[src/rtl/mem_copy_pkg.sv]
// rtl/mem_copy_pkg.sv - shared state encoding and command validation for the copy engine
package mem_copy_pkg;

  typedef enum logic [1:0] {IDLE, FILL, COPY, FINISH} state_t;

  // A forward overlap further than one word would read words the copy has already overwritten.
  function automatic logic cmd_reject(input int unsigned src, input int unsigned dst,
                                      input int unsigned len, input int unsigned depth);
    return (src + len > depth) || (dst + len > depth) ||
           ((dst > src + 1) && (dst < src + len));
  endfunction

endpackage

[src/rtl/mem_copy_engine.sv]
// rtl/mem_copy_engine.sv - copies a word range within a registered-read memory, one word per cycle
module mem_copy_engine
  import mem_copy_pkg::*;
#(
  parameter int WIDTH = 8,
  parameter int DEPTH = 16,
  localparam int ADDR_W = $clog2(DEPTH),
  localparam int LEN_W = $clog2(DEPTH + 1)
) (
  input  logic              clk,
  input  logic              rst,
  input  logic              start,
  input  logic [ADDR_W-1:0] src_addr,
  input  logic [ADDR_W-1:0] dst_addr,
  input  logic [LEN_W-1:0]  len,
  output logic              busy,
  output logic              done,
  output logic              error,
  output logic              mem_read_en,
  output logic [ADDR_W-1:0] mem_read_addr,
  input  logic [WIDTH-1:0]  mem_read_data,
  output logic              mem_write_en,
  output logic [ADDR_W-1:0] mem_write_addr,
  output logic [WIDTH-1:0]  mem_write_data
);

  localparam int SUM_W = ADDR_W + 1;

  state_t            state, next_state;
  logic [ADDR_W-1:0] src_q, dst_q;
  logic [LEN_W-1:0]  len_q, idx;
  logic              rej_q;
  logic              cmd_bad, idx_last;
  logic [SUM_W-1:0]  rd_sum, wr_sum;

  assign cmd_bad  = cmd_reject(32'(src_addr), 32'(dst_addr), 32'(len), 32'(DEPTH));
  assign idx_last = (idx == len_q - LEN_W'(1));
  // Read runs one word ahead of the write; on the last word it holds rather than overrunning.
  assign rd_sum   = SUM_W'(src_q) + SUM_W'(idx) + SUM_W'(!idx_last);
  assign wr_sum   = SUM_W'(dst_q) + SUM_W'(idx);

  always_ff @(posedge clk) begin
    if (rst) state <= IDLE;
    else     state <= next_state;
  end

  always_ff @(posedge clk) begin
    if (rst) begin
      src_q <= '0;
      dst_q <= '0;
      len_q <= '0;
      rej_q <= 1'b0;
      idx   <= '0;
    end else begin
      if (state == IDLE && start) begin
        src_q <= src_addr;
        dst_q <= dst_addr;
        len_q <= len;
        rej_q <= cmd_bad;
      end
      if (state == COPY) idx <= idx + LEN_W'(1);
      else               idx <= '0;
    end
  end

  always_comb begin
    next_state     = state;
    busy           = 1'b0;
    done           = 1'b0;
    error          = 1'b0;
    mem_read_en    = 1'b0;
    mem_read_addr  = '0;
    mem_write_en   = 1'b0;
    mem_write_addr = '0;
    mem_write_data = '0;
    case (state)
      IDLE: begin
        if (start) begin
          if (cmd_bad || len == '0) next_state = FINISH;
          else                      next_state = FILL;
        end
      end
      FILL: begin
        busy          = 1'b1;
        mem_read_en   = 1'b1;
        mem_read_addr = src_q;
        next_state    = COPY;
      end
      COPY: begin
        busy           = 1'b1;
        mem_read_en    = 1'b1;
        mem_read_addr  = rd_sum[ADDR_W-1:0];
        mem_write_en   = 1'b1;
        mem_write_addr = wr_sum[ADDR_W-1:0];
        mem_write_data = mem_read_data;
        if (idx_last) next_state = FINISH;
      end
      FINISH: begin
        done       = 1'b1;
        error      = rej_q;
        next_state = IDLE;
      end
      default: next_state = IDLE;
    endcase
    // Holding reset silences the memory ports in the same cycle, so nothing commits after it is raised.
    if (rst) begin
      busy           = 1'b0;
      done           = 1'b0;
      error          = 1'b0;
      mem_read_en    = 1'b0;
      mem_read_addr  = '0;
      mem_write_en   = 1'b0;
      mem_write_addr = '0;
      mem_write_data = '0;
    end
  end

endmodule
[config.mk]
export PLATFORM = sky130hd
export DESIGN_NAME = mem_copy_engine
export DESIGN_NICKNAME = d
export VERILOG_FILES = /design/src/rtl/mem_copy_pkg.sv /design/src/rtl/mem_copy_engine.sv
export SDC_FILE = /design/constraint.sdc
export NUM_CORES = 1
export LEC_CHECK = 0
export ABC_AREA = 1
export BUFFER_PORTS_ARGS = -buffer_cell sky130_fd_sc_hd__buf_2
export CAP_MARGIN = 20
export CORE_AREA = 2 2 48 83
export DETAILED_ROUTE_END_ITERATION = 7
export DIE_AREA = 0 0 50 85
export GPL_ROUTABILITY_DRIVEN = 0
export PLACE_DENSITY_LB_ADDON = 0.15
export SLEW_MARGIN = 30
export SYNTH_ARGS = -nofsm -noshare
export SYNTH_HDL_FRONTEND = slang
export SYNTH_SLANG_ARGS = --single-unit
[constraint.sdc]
create_clock -name clk -period 4.2 [get_ports clk]
set_clock_uncertainty 0.05 [all_clocks]
set_input_delay 0.63 -clock clk [delete_from_list [all_inputs] [get_ports clk]]
set_output_delay 0.63 -clock clk [all_outputs]
set_load 0.05 [all_outputs]
==> results.py <==
metrics = {
    "run_status": {
        "status": "complete, no violations",
    },
    "final_layout": {
        "drive_gt1_share_pct": 15.00,
        "nets": 398,
        "postLayoutCoreUtil_pct": 63.78,
        "antennaDiodeCount": 0,
        "area_delta_synth_final_pct": 14.15,
        "final_cell_count_no_fill": 386,
    },
    "sta": {
        "maxSlewViolCount": 0,
        "slew_headroom_pct": 68.86,
        "tightest_slew_ns": 0.4660,
        "fmax_ghz": 0.2968,
        "finalSetupViolCount": 0,
        "period_share_pct": 80.21,
        "hold_viol_final": 0,
        "rsz0062_at_grt": "no",
        "finalCriticalPeriod_ns": 3.369,
        "fin_ws_ns": 0.8313,
        "fin_setup_tns_ns": 0,
    },
    "clock_tree": {
        "clkTransAtPathRegs_ns": 0.08,
        "clockBufferDepth": 2,
        "cts.sinks": 21,
        "clockRootBuffer": "clkbuf_8",
        "post-cts-setup-buffers": 0,
        "cts_resized": 0,
        "cts-htree-levels": 1,
        "clk_latency_ns": 0.26,
        "ctsHoldBuffers": 0,
        "cts_tree": "yes",
        "numCtsBuffers": 3,
    },
    "pwr": {
        "internal_power_mw": 0.5132,
        "sequentialPowerShare_pct": 27.9,
        "p_switching_mw": 0.5202,
        "powerDensity_mw_per_mm2": 451.1,
        "pwr-share-comb_pct": 59.3,
        "leakagePower_nw": 1.253,
        "sw_frac_of_total_pct": 50.34,
        "vdd_ir_drop_max_v": 0.0002346,
        "pwr-share-clk_pct": 12.8,
    },
    "place": {
        "dp.cells": 382,
        "io_buffers": 44,
        "place_ws_ns": 1.104,
        "hpwl_mm": 3.799,
    },
    "routing": {
        "via_per_inst": 4.961,
        "drtAntennaViolNets": 0,
        "vias": 1915,
        "drt_first_iter_violations": 28,
        "drt-wirelength-per-cell_um": 11.46,
        "routed_wl_mm": 4.422,
        "first_pass_iters": 4,
        "drc": 0,
    },
    "floorplanning": {
        "rows": 29,
        "start_util_pct": 55.87,
        "dieArea_mm2": 0.004250,
        "coreArea_mm2": 0.003592,
        "die-width_um": 50,
        "top_level_ports": 45,
        "dieHeight_um": 85,
    },
    "global_route": {
        "overflow": 0,
        "grt_pass1_wl_mm": 7.548,
        "grt.total_usage_pct": 22.86,
        "antenna_found_initial": 0,
        "grt_pass1_vias": 1773,
        "grt_max_degree": 18,
    },
    "setup_path": {
        "crit_path_end_kind": "primary output",
        "rr_worst_depth": 6,
        "required_ns": 3.52,
        "r2r_start": "state[0]",
        "critPathMaxFanout": 3,
        "r2r-end": "dst_q[0]",
        "critPathKind": "flop to primary output",
        "ff2ff_setup_slack_ns": 2.40,
        "cp_data_arrival_time_ns": 2.69,
        "endpoint": "mem_read_addr[2]",
        "startpoint": "len_q[0]",
        "start_kind": "flop",
    },
    "min_path": {
        "min_path_type": "flop to flop",
    },
    "synthesis": {
        "synth_warnings": 0,
        "yosys_register_bits": 21,
        "synthCells": 299,
        "syn_area_per_cell_um2": 6.712,
        "netlist_area_mm2": 0.002007,
        "synth_nets": 356,
        "synthDistinctLibCells": 27,
        "ys_seq_area_share_pct": 20.95,
    },
    "flow_run": {
        "drv_cap": 0,
    },
}
## synthesized netlist by cell type
master,count,area share [%]
a21oi_1,23,5.7
clkbuf_1,3,0.56
a211oi_1,1,0.37
xor2_2,1,0.81
nor2_1,43,8.0
nand2_1,58,11
o21ai_0,17,4.2
buf_2,1,0.25
o21bai_1,1,0.37
nand4_1,1,0.31
a21oi_2,1,0.44
buf_6,1,0.56
inv_1,50,9.4
and2_1,1,0.31
a22oi_1,1,0.37
ha_1,28,17
buf_4,1,0.37
nand2_2,1,0.31
xnor2_1,9,3.9
nor3_1,1,0.25
nand3b_1,1,0.37
xor2_1,7,3.1
dfxtp_1,21,21
fa_1,5,5.0
nand3_1,19,4.7
o211ai_1,2,0.75
clkbuf_2,1,0.25
## cells by family after synthesis
| family | Yosys count | share of synthesized area [%] |
|---|---|---|
| AND/OR/NAND/NOR | 125 | 25.19 |
| buffers and inverters | 57 | 11.35 |
| AO/OA/AOI/OAI | 46 | 12.28 |
| adder cells (fa/ha/maj) | 33 | 22.44 |
| flip-flops | 21 | 20.95 |
| XOR/XNOR | 17 | 7.794 |
## power groups by stage
stage / Combinational [mW] / Clock (mW) / Sequential (mW)
2_1_floorplan: 0.503 / 0 / 0.283
3_3_place_gp: 0.610 / 0 / 0.293
4_1_cts: 0.621 / 0.134 / 0.290
3_5_place_dp: 0.618 / 0 / 0.294
6_report: 0.613 / 0.133 / 0.288
5_1_grt: 0.697 / 0.141 / 0.295
## flip-flops by register name (all words and copies together) (netlist names)
signal  count
src_q       4
state       2
rej_q       1
idx         5
dst_q       4
len_q       5
## per-stage QoR
step	area, um2	total power, mW	hold slack (ns)
floorplan	2007	0.7856	0.4028
global placement	2245	0.9033	0.4171
detailed placement	2245	0.9124	0.4286
CTS	2291	1.044	0.4396
global route	2291	1.133	0.4716
finish	2291	1.033	0.4395
## cell usage in the layout (no fill, tap or decap), drive strengths merged, types with 2 or more instances in the layout
master and instances:
nand2 59, nand3 19, buf 44, a21oi 24, xnor2 9, inv 50
dfxtp 21, o211ai 2, fa 5, xor2 8, o21ai 17, nor2 43
ha 28, clkbuf 3
## worst max-delay path, stage by stage (launching register included)
cell     delay (ns)
dfxtp_1        0.35
inv_1          0.08
ha_1           0.31
xnor2_1        0.12
nor2_1         0.09
nand2_1        0.05
nor2_1         0.09
nand2_1        0.07
inv_1          0.07
fa_1           0.18
inv_1          0.06
fa_1           0.37
xor2_1         0.14
a22oi_1        0.08
nor2_1         0.09
buf_2          0.26
## metal layers
layer  vias to the layer above  track usage [%]  wire, um
li1                       1025                -         -
met2                        43            45.69      2467
met1                       837            22.33      1675
met3                        10            1.585       123
met5                         -                0         0
met4                         0            10.86       155
## layout make-up
type	instances	area (um2)
multi-input cells	221	1359
fillers	380	1301
flip-flops and latches	21	420.4
repair buffers	44	220.2
inverters	50	187.7
well taps	46	57.56
clock buffers	3	41.29
clock inverters	1	5.005
## worst min path at each step
stage               endpoint  slack (ns)      from  cells past startpoint
floorplan           len_q[1]        0.40  len_q[1]                      2
global placement    len_q[1]        0.42  len_q[1]                      2
detailed placement  len_q[1]        0.43  len_q[1]                      2
CTS                 len_q[1]        0.44  len_q[1]                      2
global route        len_q[1]        0.47  len_q[1]                      2
finish              len_q[1]        0.44  len_q[1]                      2
(Power assumes the default switching activity.)
